==> src/rtl/y_ctrl_seq_if.sv <==
// Control/datapath bundle between y_ctrl_seq (master) and the RV32 single-cycle datapath (slave).
interface y_ctrl_seq_if;
  logic [31:0] ins;
  logic        zero;
  logic [31:0] imm;
  logic [31:0] jTarget;
  logic [31:0] PCin;
  logic        RegWrite;
  logic        ALUSrc;
  logic [2:0]  op;
  logic        MemRead;
  logic        MemWrite;
  logic        Mem2Reg;

  modport master (
    input  ins, zero, imm, jTarget,
    output PCin, RegWrite, ALUSrc, op, MemRead, MemWrite, Mem2Reg
  );

  modport slave (
    output ins, zero, imm, jTarget,
    input  PCin, RegWrite, ALUSrc, op, MemRead, MemWrite, Mem2Reg
  );
endinterface

==> src/rtl/y_ctrl_seq.sv <==
// Five-cycle control sequencer for the RV32 single-cycle datapath.
// Optional retire trace ports (retire_valid/retire_pc) enabled by Y_CTRL_RETIRE_TRACE_EN.
module y_ctrl_seq #(
  parameter logic [31:0] RESET_PC = 32'h28,
  parameter int unsigned MAX_INS  = 43
) (
  input  logic           clk,
  input  logic           rst_n,
  input  logic           run,
  y_ctrl_seq_if.master   dp,
  output logic [15:0]    ins_count,
  output logic           halted,
  output logic           illegal
`ifdef Y_CTRL_RETIRE_TRACE_EN
  ,
  output logic           retire_valid,
  output logic [31:0]    retire_pc
`endif
);

  typedef enum logic [2:0] {
    S_IDLE   = 3'd0,
    S_FETCH  = 3'd1,
    S_DECODE = 3'd2,
    S_EXEC   = 3'd3,
    S_MEM    = 3'd4,
    S_WB     = 3'd5,
    S_HALT   = 3'd6
  } state_t;

  localparam logic [31:0] MAX_W     = 32'(MAX_INS);
  localparam bit          HAS_LIMIT = (MAX_INS != 0);

  state_t      r_state, w_state_next;
  logic [31:0] r_pc;
  logic        r_alusrc, r_regwr, r_memrd, r_memwr, r_m2r, r_is_beq, r_is_jal;
  logic [2:0]  r_op;
  logic [15:0] r_count;
  logic        r_halted, r_illegal;

  logic        w_dec_legal, w_dec_alusrc, w_dec_regwr, w_dec_memrd, w_dec_memwr;
  logic        w_dec_m2r, w_dec_beq, w_dec_jal;
  logic [2:0]  w_dec_op;
  logic        w_last;
  logic [31:0] w_next_pc;
  logic        w_unused;

  assign w_unused = ^{dp.ins[31], dp.ins[29:15], dp.ins[11:7]};

  // Instruction decode; only meaningful while the FSM sits in DECODE.
  always_comb begin
    w_dec_legal  = 1'b0;
    w_dec_alusrc = 1'b0;
    w_dec_op     = 3'b010;
    w_dec_regwr  = 1'b0;
    w_dec_memrd  = 1'b0;
    w_dec_memwr  = 1'b0;
    w_dec_m2r    = 1'b0;
    w_dec_beq    = 1'b0;
    w_dec_jal    = 1'b0;
    case (dp.ins[6:0])
      7'h33: begin
        w_dec_regwr = 1'b1;
        case (dp.ins[14:12])
          3'b000: begin
            w_dec_legal = 1'b1;
            w_dec_op    = dp.ins[30] ? 3'b110 : 3'b010;
          end
          3'b110: begin
            w_dec_legal = 1'b1;
            w_dec_op    = 3'b001;
          end
          3'b111: begin
            w_dec_legal = 1'b1;
            w_dec_op    = 3'b000;
          end
          default: w_dec_legal = 1'b0;
        endcase
      end
      7'h13: begin
        w_dec_legal  = 1'b1;
        w_dec_alusrc = 1'b1;
        w_dec_regwr  = 1'b1;
      end
      7'h03: begin
        w_dec_legal  = 1'b1;
        w_dec_alusrc = 1'b1;
        w_dec_regwr  = 1'b1;
        w_dec_memrd  = 1'b1;
        w_dec_m2r    = 1'b1;
      end
      7'h23: begin
        w_dec_legal  = 1'b1;
        w_dec_alusrc = 1'b1;
        w_dec_memwr  = 1'b1;
      end
      7'h63: begin
        w_dec_legal = 1'b1;
        w_dec_op    = 3'b110;
        w_dec_beq   = 1'b1;
      end
      7'h6F: begin
        w_dec_legal  = 1'b1;
        w_dec_alusrc = 1'b1;
        w_dec_regwr  = 1'b1;
        w_dec_jal    = 1'b1;
      end
      default: w_dec_legal = 1'b0;
    endcase
  end

  // Halt test uses the unsaturated count so a limit above 16 bits simply never fires.
  assign w_last = HAS_LIMIT && ((32'(r_count) + 32'd1) == MAX_W);

  always_comb begin
    if (r_is_beq && dp.zero) begin
      w_next_pc = r_pc + (dp.imm << 1);
    end else if (r_is_jal) begin
      w_next_pc = r_pc + (dp.jTarget << 2);
    end else begin
      w_next_pc = r_pc + 32'd4;
    end
  end

  always_comb begin
    w_state_next = r_state;
    case (r_state)
      S_IDLE:   if (run) w_state_next = S_FETCH;
      S_FETCH:  w_state_next = S_DECODE;
      S_DECODE: w_state_next = w_dec_legal ? S_EXEC : S_HALT;
      S_EXEC:   w_state_next = S_MEM;
      S_MEM:    w_state_next = S_WB;
      S_WB: begin
        if (w_last)   w_state_next = S_HALT;
        else if (run) w_state_next = S_FETCH;
        else          w_state_next = S_IDLE;
      end
      S_HALT:   w_state_next = S_HALT;
      default:  w_state_next = S_IDLE;
    endcase
  end

  always_ff @(posedge clk or negedge rst_n) begin
    if (!rst_n) r_state <= S_IDLE;
    else        r_state <= w_state_next;
  end

  always_ff @(posedge clk or negedge rst_n) begin
    if (!rst_n) begin
      r_pc      <= RESET_PC;
      r_alusrc  <= 1'b0;
      r_op      <= 3'b010;
      r_regwr   <= 1'b0;
      r_memrd   <= 1'b0;
      r_memwr   <= 1'b0;
      r_m2r     <= 1'b0;
      r_is_beq  <= 1'b0;
      r_is_jal  <= 1'b0;
      r_count   <= 16'd0;
      r_halted  <= 1'b0;
      r_illegal <= 1'b0;
    end else begin
      if (r_state == S_DECODE) begin
        if (w_dec_legal) begin
          r_alusrc <= w_dec_alusrc;
          r_op     <= w_dec_op;
          r_regwr  <= w_dec_regwr;
          r_memrd  <= w_dec_memrd;
          r_memwr  <= w_dec_memwr;
          r_m2r    <= w_dec_m2r;
          r_is_beq <= w_dec_beq;
          r_is_jal <= w_dec_jal;
        end else begin
          r_illegal <= 1'b1;
        end
      end
      if (r_state == S_WB) begin
        r_pc    <= w_next_pc;
        r_count <= (r_count == 16'hFFFF) ? r_count : r_count + 16'd1;
      end
      if (w_state_next == S_HALT) r_halted <= 1'b1;
    end
  end

  // Strobes decode straight from the state register so reset kills them immediately.
  always_comb begin
    dp.PCin     = r_pc;
    dp.RegWrite = 1'b0;
    dp.MemWrite = 1'b0;
    dp.MemRead  = 1'b0;
    dp.ALUSrc   = r_alusrc;
    dp.op       = r_op;
    dp.Mem2Reg  = r_m2r;
    case (r_state)
      S_DECODE: begin
        dp.ALUSrc  = w_dec_alusrc;
        dp.op      = w_dec_op;
        dp.Mem2Reg = w_dec_m2r;
        dp.MemRead = w_dec_legal && w_dec_memrd;
      end
      S_EXEC:  dp.MemRead = r_memrd;
      S_MEM: begin
        dp.MemRead  = r_memrd;
        dp.MemWrite = r_memwr;
      end
      S_WB: begin
        dp.MemRead  = r_memrd;
        dp.RegWrite = r_regwr;
      end
      default: ;
    endcase
  end

  assign ins_count = r_count;
  assign halted    = r_halted;
  assign illegal   = r_illegal;

`ifdef Y_CTRL_RETIRE_TRACE_EN
  assign retire_valid = (r_state == S_WB);
  assign retire_pc    = (r_state == S_WB) ? r_pc : 32'd0;
`endif

endmodule

==> src/flat_wrapper.sv <==
// flat-port wrapper written by rule: the top's interface ports become plain ports
module y_ctrl_seq_flat 
#(
  parameter logic [31:0] RESET_PC = 32'h28,
  parameter int unsigned MAX_INS  = 43
)
  (clk, rst_n, run, ins_count, halted, illegal, dp_ins, dp_zero, dp_imm, dp_jTarget, dp_PCin, dp_RegWrite, dp_ALUSrc, dp_op, dp_MemRead, dp_MemWrite, dp_Mem2Reg);
  y_ctrl_seq_if dp_i ();
  input  logic clk;
  input  logic rst_n;
  input  logic run;
  output logic [15:0] ins_count;
  output logic halted;
  output logic illegal;
  input wire logic [$bits(dp_i.ins)-1:0] dp_ins;
  input wire logic [$bits(dp_i.zero)-1:0] dp_zero;
  input wire logic [$bits(dp_i.imm)-1:0] dp_imm;
  input wire logic [$bits(dp_i.jTarget)-1:0] dp_jTarget;
  output wire logic [$bits(dp_i.PCin)-1:0] dp_PCin;
  output wire logic [$bits(dp_i.RegWrite)-1:0] dp_RegWrite;
  output wire logic [$bits(dp_i.ALUSrc)-1:0] dp_ALUSrc;
  output wire logic [$bits(dp_i.op)-1:0] dp_op;
  output wire logic [$bits(dp_i.MemRead)-1:0] dp_MemRead;
  output wire logic [$bits(dp_i.MemWrite)-1:0] dp_MemWrite;
  output wire logic [$bits(dp_i.Mem2Reg)-1:0] dp_Mem2Reg;
  assign dp_i.ins = dp_ins;
  assign dp_i.zero = dp_zero;
  assign dp_i.imm = dp_imm;
  assign dp_i.jTarget = dp_jTarget;
  assign dp_PCin = dp_i.PCin;
  assign dp_RegWrite = dp_i.RegWrite;
  assign dp_ALUSrc = dp_i.ALUSrc;
  assign dp_op = dp_i.op;
  assign dp_MemRead = dp_i.MemRead;
  assign dp_MemWrite = dp_i.MemWrite;
  assign dp_Mem2Reg = dp_i.Mem2Reg;
  y_ctrl_seq #(.RESET_PC(RESET_PC), .MAX_INS(MAX_INS)) u_core (.clk(clk), .rst_n(rst_n), .run(run), .dp(dp_i), .ins_count(ins_count), .halted(halted), .illegal(illegal));
endmodule
==> config.mk <==
export PLATFORM = sky130hd
export DESIGN_NAME = y_ctrl_seq_flat
export DESIGN_NICKNAME = d
export VERILOG_FILES = /design/src/rtl/y_ctrl_seq_if.sv /design/src/rtl/y_ctrl_seq.sv /design/src/flat_wrapper.sv
export SDC_FILE = /design/constraint.sdc
export NUM_CORES = 1
export LEC_CHECK = 0
export CAP_MARGIN = 25
export CORE_ASPECT_RATIO = 0.9
export CORE_UTILIZATION = 45
export DETAILED_ROUTE_END_ITERATION = 6
export GPL_ROUTABILITY_DRIVEN = 1
export HOLD_SLACK_MARGIN = 0.06
export PLACE_DENSITY = 0.78
export SLEW_MARGIN = 10
export SYNTH_ARGS = -nofsm -noshare
export SYNTH_HDL_FRONTEND = slang
export SYNTH_SLANG_ARGS = --single-unit
==> constraint.sdc <==
create_clock -name clk -period 7 [get_ports clk]
set_clock_uncertainty 0.05 [all_clocks]
set_input_delay 1.4 -clock clk [delete_from_list [all_inputs] [get_ports clk]]
set_output_delay 1.4 -clock clk [all_outputs]
set_load 0.05 [all_outputs]
; After elaboration in Yosys (flattened, before gate mapping)
; Cells that the tools add are included.
[op_classes]
muxes = 24
n_addsub = 5
reduce_logical = 12
order_cmp = 0
eq_ne = 17
shifts = 0
div = 0
bitwise = 2
mul = 0
[ops]
columns = operator, count
row1 = 32-bit adder, 2
row2 = 32-bit 2-to-1 mux, 2
row3 = "32-bit by 3-bit adder with 32-bit output, second input constant", 1
row4 = "32-bit by 6-bit == test with 1-bit output, second input constant", 1
row5 = 3-bit case mux with 7 select lines, 1
row6 = "3-bit == test, second input constant", 6
row7 = "16-bit by 1-bit adder with 17-bit output, second input constant", 1
row8 = "16-bit by 1-bit adder with 16-bit output, second input constant", 1
row9 = "16-bit == test, second input constant", 1
row10 = 3-bit 2-to-1 mux, 5
row11 = "7-bit by 6-bit == test with 1-bit output, second input constant", 2
row12 = "7-bit == test, second input constant", 2
row13 = 1-bit 2-to-1 mux, 12
row14 = 3-bit case mux with 3 select lines, 1
row15 = 4-bit OR reduction, 2
row16 = "7-bit by 2-bit == test with 1-bit output, second input constant", 1
row17 = "7-bit by 5-bit == test with 1-bit output, second input constant", 1
row18 = "3-bit by 2-bit == test with 1-bit output, second input constant", 2
row19 = 3-bit logical NOT, 2
row20 = 3-bit case mux with 2 select lines, 1
row21 = 2-bit AND reduction, 3
row22 = 3-bit OR reduction, 2
row23 = 5-bit OR reduction, 1
row24 = 1-bit case mux with 2 select lines, 2
row25 = 3 further kinds, 5
[totals]
memories = 0
input_bits = 100
elab_cells = 72
latchBits = 0
mem_bits_rw = 0
ff_bits = 62
rom_bits = 0
out_inout_bits = 58

; Depth between registers and ports, before layout
; Gate-level depths: netlist of run 1.
[depth]
ltp_word = 7
mapped_depth = 13
mapped_depth_nobuf = 12

; Worst setup path after synthesis of run 1
; No wires, ideal clock.
[synth_timing]
kind = input to output
startpoint = in dp_ins[3]
endpoint = out dp_MemRead
path_buffers = 0
arrival_ns = 3.150
required_time_ns = 5.550
slack_ns = 2.400
path_stages = 5
cell_sequence = nor3_1 -> nand3_1 -> o41ai_1 -> nand2_1 -> o21ai_0
[synth_via]
elab_chain_cells = 5
elab_cells_between_ends = 11
cone_classes = 6 x eq/ne / 3 x mux / 2 x reduce/logical
[synth_lines]
columns = element, line_no
row1 = start: declaration, flat_wrapper.sv:15  ; input wire logic [$bits(dp_i.ins)-1:0] dp_ins;
row2 = "7-bit by 5-bit == test with 1-bit output, or another cell as far along", y_ctrl_seq.sv:61  ; case (dp.ins[6:0])
row3 = 5-bit OR reduction (no line), --
row4 = 1-bit case mux with 2 select lines, y_ctrl_seq.sv:61
row5 = 1-bit logical AND *, y_ctrl_seq.sv:199  ; dp.MemRead = w_dec_legal && w_dec_memrd;
row6 = 1-bit case mux with 2 select lines *, y_ctrl_seq.sv:194  ; case (r_state)
row7 = end: declaration, flat_wrapper.sv:23  ; output wire logic [$bits(dp_i.MemRead)-1:0] dp_MemRead;
; Mark *: on every way between the ends. The rest lies on a longest branch, timed or not.

; Final worst setup path of run 1
[layout_timing]
startpoint = in dp_ins[5]
endpoint = out dp_op[2]
[layout_via]
elab_chain_cells = 3
elab_cells_between_ends = 4
cone_classes = 2 x eq/ne / 2 x mux
[layout_lines]
columns = element, line_no
row1 = 7-bit == test / 7-bit by 6-bit == test with 1-bit output (equally long branches), y_ctrl_seq.sv:61
row2 = 3-bit case mux with 2 select lines *, y_ctrl_seq.sv:61
row3 = 3-bit 2-to-1 mux *, y_ctrl_seq.sv:194
row4 = end: declaration, flat_wrapper.sv:22  ; output wire logic [$bits(dp_i.op)-1:0] dp_op;
; Marked as above.

==> results of run 1 <==
## cells in the mapped netlist, types with 3 or more instances
cell type | n | area [um^2]
a211oi_1 | 11 | 82.58
clkbuf_1 | 23 | 86.33
xnor2_1 | 37 | 324.1
and2_1 | 37 | 231.5
a31oi_1 | 13 | 81.33
nor3b_1 | 3 | 22.52
o211ai_1 | 5 | 37.54
dfstp_2 | 3 | 78.83
and3_1 | 13 | 81.33
or3_1 | 5 | 31.28
xor2_1 | 26 | 227.7
o21ai_0 | 66 | 330.3
a22oi_1 | 3 | 22.52
o21a_1 | 6 | 45.04
nor2_1 | 49 | 183.9
a2111oi_0 | 3 | 26.28
nor2b_1 | 5 | 31.28
nand2_1 | 99 | 371.6
o21bai_1 | 5 | 37.54
dfrtp_1 | 58 | 1451
mux2_2 | 4 | 45.04
nor3_1 | 12 | 60.06
nand3b_1 | 3 | 22.52
a221oi_2 | 3 | 45.04
nand4_1 | 15 | 93.84
mux2i_1 | 5 | 50.05
a221o_1 | 3 | 30.03
inv_1 | 21 | 78.83
ha_1 | 61 | 763.2
a21oi_1 | 66 | 330.3
a211o_1 | 3 | 26.28
nand3_1 | 15 | 75.07
nand2b_1 | 8 | 50.05
a21o_1 | 36 | 270.3
o31ai_1 | 6 | 45.04
## worst reg2reg max path: stages, from the launching register on
cell	delay (ns)
dfrtp_1	0.83
nand2b_1	0.18
ha_1	0.26
fa_1	0.43
a21o_1	0.22
a221oi_2	0.40
a211oi_2	0.16
a211oi_4	0.33
o41ai_4	0.20
a2111oi_2	0.43
nor3_2	0.13
xnor2_1	0.16
a221oi_2	0.25
## cell families after synthesis
kind of cell	count (synthesis)	synth area share [%]
buf+inv	48	3.032
other cells	1	0.05979
xor+xnor	63	8.797
mux	9	1.516
fa+ha+maj	63	12.81
compound gates	263	28.35
flops	61	24.40
simple gates	272	21.05
## worst min path at each step
stage / start / endpoint / slack, ns / cells after the start
after floorplan: u_core.r_memwr$_DFFE_PN0P_ / u_core.r_memwr$_DFFE_PN0P_ / 0.39 / 2
after global placement: u_core.illegal$_DFFE_PN0P_ / u_core.illegal$_DFFE_PN0P_ / 0.40 / 1
after detailed placement: u_core.illegal$_DFFE_PN0P_ / u_core.illegal$_DFFE_PN0P_ / 0.40 / 1
after CTS: u_core.dp.PCin[31]$_DFFE_PN0P_ / u_core.dp.PCin[31]$_DFFE_PN0P_ / 0.42 / 1
after global routing: u_core.r_op[1]$_DFFE_PN1P_ / u_core.r_op[1]$_DFFE_PN1P_ / 0.44 / 2
final: u_core.dp.PCin[31]$_DFFE_PN0P_ / u_core.dp.PCin[31]$_DFFE_PN0P_ / 0.42 / 1
## cell type report
type                       instances  area (um^2)  area share [%]
multi-input combinational        671         4552           56.74
sequential                        61         1530           19.07
tap                              168        210.2           2.620
clock buffer                      10        229.0           2.854
inverter                          21        78.83          0.9825
timing repair buffer             138         1359           16.94
clock inverter                     6        63.81          0.7954
## report_power, final
| group | switching [mW] | internal [mW] |
|---|---|---|
| registers | 0.154 | 0.462 |
| clock network | 0.168 | 0.275 |
| logic | 1.13 | 0.716 |
| total | 1.45 | 1.45 |
## flip-flops by register name, indices dropped and copies added (netlist names), 3 cells and up
signal and count:
u_core.dp.PCin 31, u_core.ins_count 16, u_core.r_op 3, u_core.r_state 3
## metal layers
metal / track usage, % / part of all wire, % / up-vias
met1: 32.14 / 47 / 2867
met4: 5.382 / 1.1 / 0
met5: 0 / 0 / -
met2: 39.15 / 44 / 211
li1: - / - / 3095
met3: 6.051 / 8.0 / 17
## metrics by stage
stage,cell area [um^2],instances,hold slack [ns],setup slack [ns]
after floorplan,6272,780,0.3852,2.400
after global placement,7725,1058,0.4049,1.890
after detailed placement,7725,1058,0.4015,1.881
after CTS,8018,1074,0.4248,1.868
after global routing,8023,1075,0.4450,1.617
final,8023,1075,0.4232,1.852
==> flow_metrics.tcl, run 1 <==
set metrics [dict create \
    maxCapViolations 0 \
    antenna_left 0 \
    crit_buf_inv 3 \
    power_mw 2.903 \
    hold_violations 0 \
    layout_common_cells "clkdlybuf4s50_1, nand2_1, o21ai_0, a21oi_1, ha_1" \
    die_w_um 126.4 \
    status "finished, violations left" \
    critPathKind "input pin to output pin" \
    final_common_cell "clkdlybuf4s50_1" \
    start_kind "input pin" \
    nNetsFinal 1065 \
    yosysUniqueCellTypes 71 \
    first_iter_violations 413 \
    crit_chain "clkdlybuf4s50_1 > inv_1 > nor2_1 > nand4_1 > nor3_1 > o21ai_0 > nand2_1 > clkdlybuf4s50_1" \
    root_buffer "clkbuf_16" \
    critPathLaunch "dp_ins[5]" \
    grt_use_total_pct 24.05 \
    ys_seq_area_share_pct 24.40 \
    drc 6 \
    critPathCaptureType "output pin" \
    core_um2 13460 \
    tns_ns 0 \
    avgSynthCellArea_um2 8.041 \
    yosys_warnings 0 \
    hpwl_um 12870 \
    cp.depth 8 \
    n_antenna_cell 0 \
    htreeDepth 3 \
    synth-edff-count 0 \
    fp.dieH_um 114 \
    post-route-util_pct 59.59 \
    cts_tree "built" \
    cts.reportedPaths.clkPinSlew_ns 0.06 \
    drt_first_pass_iters 7 \
    p_leak_nw 3.670 \
    synthCells 780 \
    cp_top_family "buffers and inverters" \
    antenna_found_initial 0 \
    io_buffer_count 132 \
    cts_resized 0 \
    async_reset_ff_share_pct 100.0 \
    cp_slowest_cell "clkdlybuf4s50_1" \
    cp_common_cell "clkdlybuf4s50_1" \
    nFillCells 1207 \
    cp-endpoint "dp_op[2]" \
    min_period_ns 5.148 \
    cts_sinks 61 \
    grt_pass1_vias 5815 \
    finalCritPeriodShare_pct 73.54 \
    crit_fanout 5 \
    finalSetupViolCount 0 \
    rsz0062_at_grt "false" \
    cp.arrival_ns 3.70 \
    worstSkewPairLatency_ns 0.33 \
    via_per_inst 5.758 \
    cts.hold.buffers_added 0 \
    cts_buffers 9 \
    hp-class "flop to flop" \
    yosys_most_used_dff "dfrtp_1" \
    gp_congestion 0.8838 \
    critPathRequiredTime_ns 5.55 \
    r2r-start "u_core.r_is_jal$_DFFE_PN0P_" \
    die-area_um2 14410 \
    grt-ovfl-total 0 \
    r2r_cells 12 \
    pin_count 158 \
    num_vias 6190 \
    syn_to_final_growth_pct 27.91 \
    violations "DRC" \
    grt_start_max_net_pins 62 \
    tightest_slew_ns 0.8303 \
    p_per_area_nw_per_um2 361.9 \
    grt_pass1_wl_um 27880 \
    cts_buffer_depth 2 \
    postCtsSetupBuffers 0 \
    rows 40 \
    irDropWorstVdd_uv 236.2 \
    r2r_slack_ns 2.88 \
    r2r_end "u_core.dp.PCin[30]$_DFFE_PN0P_" \
    timing.fmax_mhz 194.3 \
    slew_violations 0 \
    syn_nets 943 \
    synth.cell_area_um2 6272 \
    drive_gt1_share_pct 5.402 \
    wirelength_um 17040 \
    slowest_delay_ns 0.80 \
    start_util_pct 46.59 \
    ys_ff_latch 61 \
    wl_per_cell_um 15.85 \
    slew_headroom_pct 44.45 \
]
Power figures use the tool's default switching activity.
==> run 2: changes to the inputs <==
Clock period 7 ns to 4.95 ns, I/O delays scaled along.
==> run 2 against run 1 <==
Net effect: the flow now finishes without violations; cell area barely moved; total power is 41% higher; worst hold slack got worse by 0.0087 ns; clock power increased by 37%; sequential share of layout area barely moved; register-to-register slack worse by 1.5 ns; combinational power up 42%; cell count grew 0.19%; count of clock-buffer cells in the layout down 1; sequential power up 41%; critical path type unchanged; critical endpoint unchanged.
==> flow_metrics.tcl, run 2 (synthesis gave the netlist of run 1 again) <==
set metrics [dict create \
    status "completed" \
    num_vias 6250 \
    core_um2 13460 \
    nFillCells 1212 \
    start_util_pct 46.59 \
    met3_usage_pct 5.863 \
    tns_ns 0 \
    start_kind "input pin" \
    fp.dieH_um 114 \
    grt_use_met1_pct 33.64 \
    wl_per_cell_um 16.19 \
    drc 0 \
    p_leak_nw 3.670 \
    cts_buffers 9 \
    grt_pass1_wl_um 28110 \
    critPathLaunch "dp_ins[5]" \
    cts_buffer_depth 2 \
    r2r-start "u_core.r_is_jal$_DFFE_PN0P_" \
    antenna_found_initial 0 \
    grt_pass1_vias 5695 \
    cts.reportedPaths.clkPinSlew_ns 0.06 \
    hp-class "flop to flop" \
    grt_start_max_net_pins 52 \
    htreeDepth 3 \
    wirelength_um 17440 \
    tightest_slew_ns 0.8560 \
    root_buffer "clkbuf_16" \
    first_iter_violations 453 \
    final_cell_area_um2 8030 \
    rsz0062_at_grt "false" \
    hold_ws_ns 0.4145 \
    timing.fmax_mhz 229.0 \
    pin_count 158 \
    cts_tree "built" \
    slew_headroom_pct 41.46 \
    worstSkewPairLatency_ns 0.34 \
    hold_violations 0 \
    min_period_ns 4.367 \
    dpl_cell_area_um2 7740 \
    antenna_left 0 \
    critPathKind "input pin to output pin" \
    cts.hold.buffers_added 0 \
    maxCapViolations 0 \
    cts_sinks 61 \
    finalCritPeriodShare_pct 88.22 \
    cp.arrival_ns 3.33 \
    p_per_area_nw_per_um2 509.8 \
    largest_register_ffs 31 \
    grt_use_total_pct 24.39 \
    postCtsSetupBuffers 0 \
    drt_first_pass_iters 6 \
    die_w_um 126.4 \
    nNetsFinal 1067 \
    grt-ovfl-total 0 \
    io_buffer_count 132 \
    irDropWorstVdd_uv 328.3 \
    slew_violations 0 \
    gp_congestion 0.9105 \
    hp-start "u_core.dp.PCin[31]$_DFFE_PN0P_" \
    top_usage_layer "met2" \
    final_common_cell "clkdlybuf4s50_1" \
    crit_fanout 5 \
    via_per_inst 5.803 \
    syn_to_final_growth_pct 28.03 \
    n_antenna_cell 0 \
    layout_common_cells "clkdlybuf4s50_1, nand2_1, o21ai_0, a21oi_1, ha_1" \
    grt_util_met2_pct 38.86 \
    critPathRequiredTime_ns 3.91 \
    rows 40 \
    finalSetupViolCount 0 \
    die-area_um2 14410 \
    hpwl_um 13100 \
    critPathCaptureType "output pin" \
    drive_gt1_share_pct 5.721 \
    cts_resized 0 \
]
[run 2: worst max-delay path, cell delays in order]
cell             delay (ns)
clkdlybuf4s50_1        0.56
inv_1                  0.08
nor2_1                 0.17
nand4_1                0.13
nor3_1                 0.31
o21ai_0                0.19
nand2_1                0.10
clkdlybuf4s50_1        0.80
[run 2: stage by stage]
stage | util (%) | cells | worst slack [ns] | total power [mW]
finish | 59.65 | 1077 | 0.5829 | 4.094
global route | 59.65 | 1077 | 0.3821 | 4.396
CTS | 59.59 | 1076 | 0.6138 | 4.080
detailed placement | 57.49 | 1060 | 0.4907 | 3.457
global placement | 57.49 | 1060 | 0.4924 | 3.420
floorplan | - | 780 | 1.170 | 2.746
[run 2: path summary, 6_finish.rpt]
check | cells past startpoint | endpoint | slack, ns
min in group asynchronous | 1 | u_core.ins_count[11]$_DFFE_PN0P_ | 0.45
worst min-delay path | 1 | u_core.dp.PCin[31]$_DFFE_PN0P_ | 0.41
worst min register to register | 1 | u_core.dp.PCin[31]$_DFFE_PN0P_ | 0.41
worst max-delay path | 8 | dp_op[2] | 0.58
max in group asynchronous | 2 | u_core.dp.PCin[19]$_DFFE_PN0P_ | 3.43
worst max register to register | 12 | u_core.dp.PCin[30]$_DFFE_PN0P_ | 1.41
[run 2: area by class of cell]
class | count | area [um^2] | area share [%]
sequential | 61 | 1530 | 19.06
clock buffer | 9 | 225.2 | 2.805
timing repair buffer | 140 | 1376 | 17.14
multi-input combinational | 671 | 4552 | 56.68
tap | 168 | 210.2 | 2.618
clock inverter | 7 | 57.56 | 0.7167
inverter | 21 | 78.83 | 0.9816
[run 2: report_power, final]
| group | internal (mW) | switching (mW) | leakage (nW) |
|---|---|---|---|
| combinational | 1.02 | 1.61 | 2.78 |
| sequential | 0.654 | 0.214 | 0.763 |
| clock | 0.345 | 0.260 | 0.129 |
[run 2: routing by layer]
metal | share of wire, % | wire length (um)
met1 | 47 | 8197
met2 | 44 | 7749
met3 | 7.8 | 1361
met4 | 0.75 | 130
met5 | 0 | 0
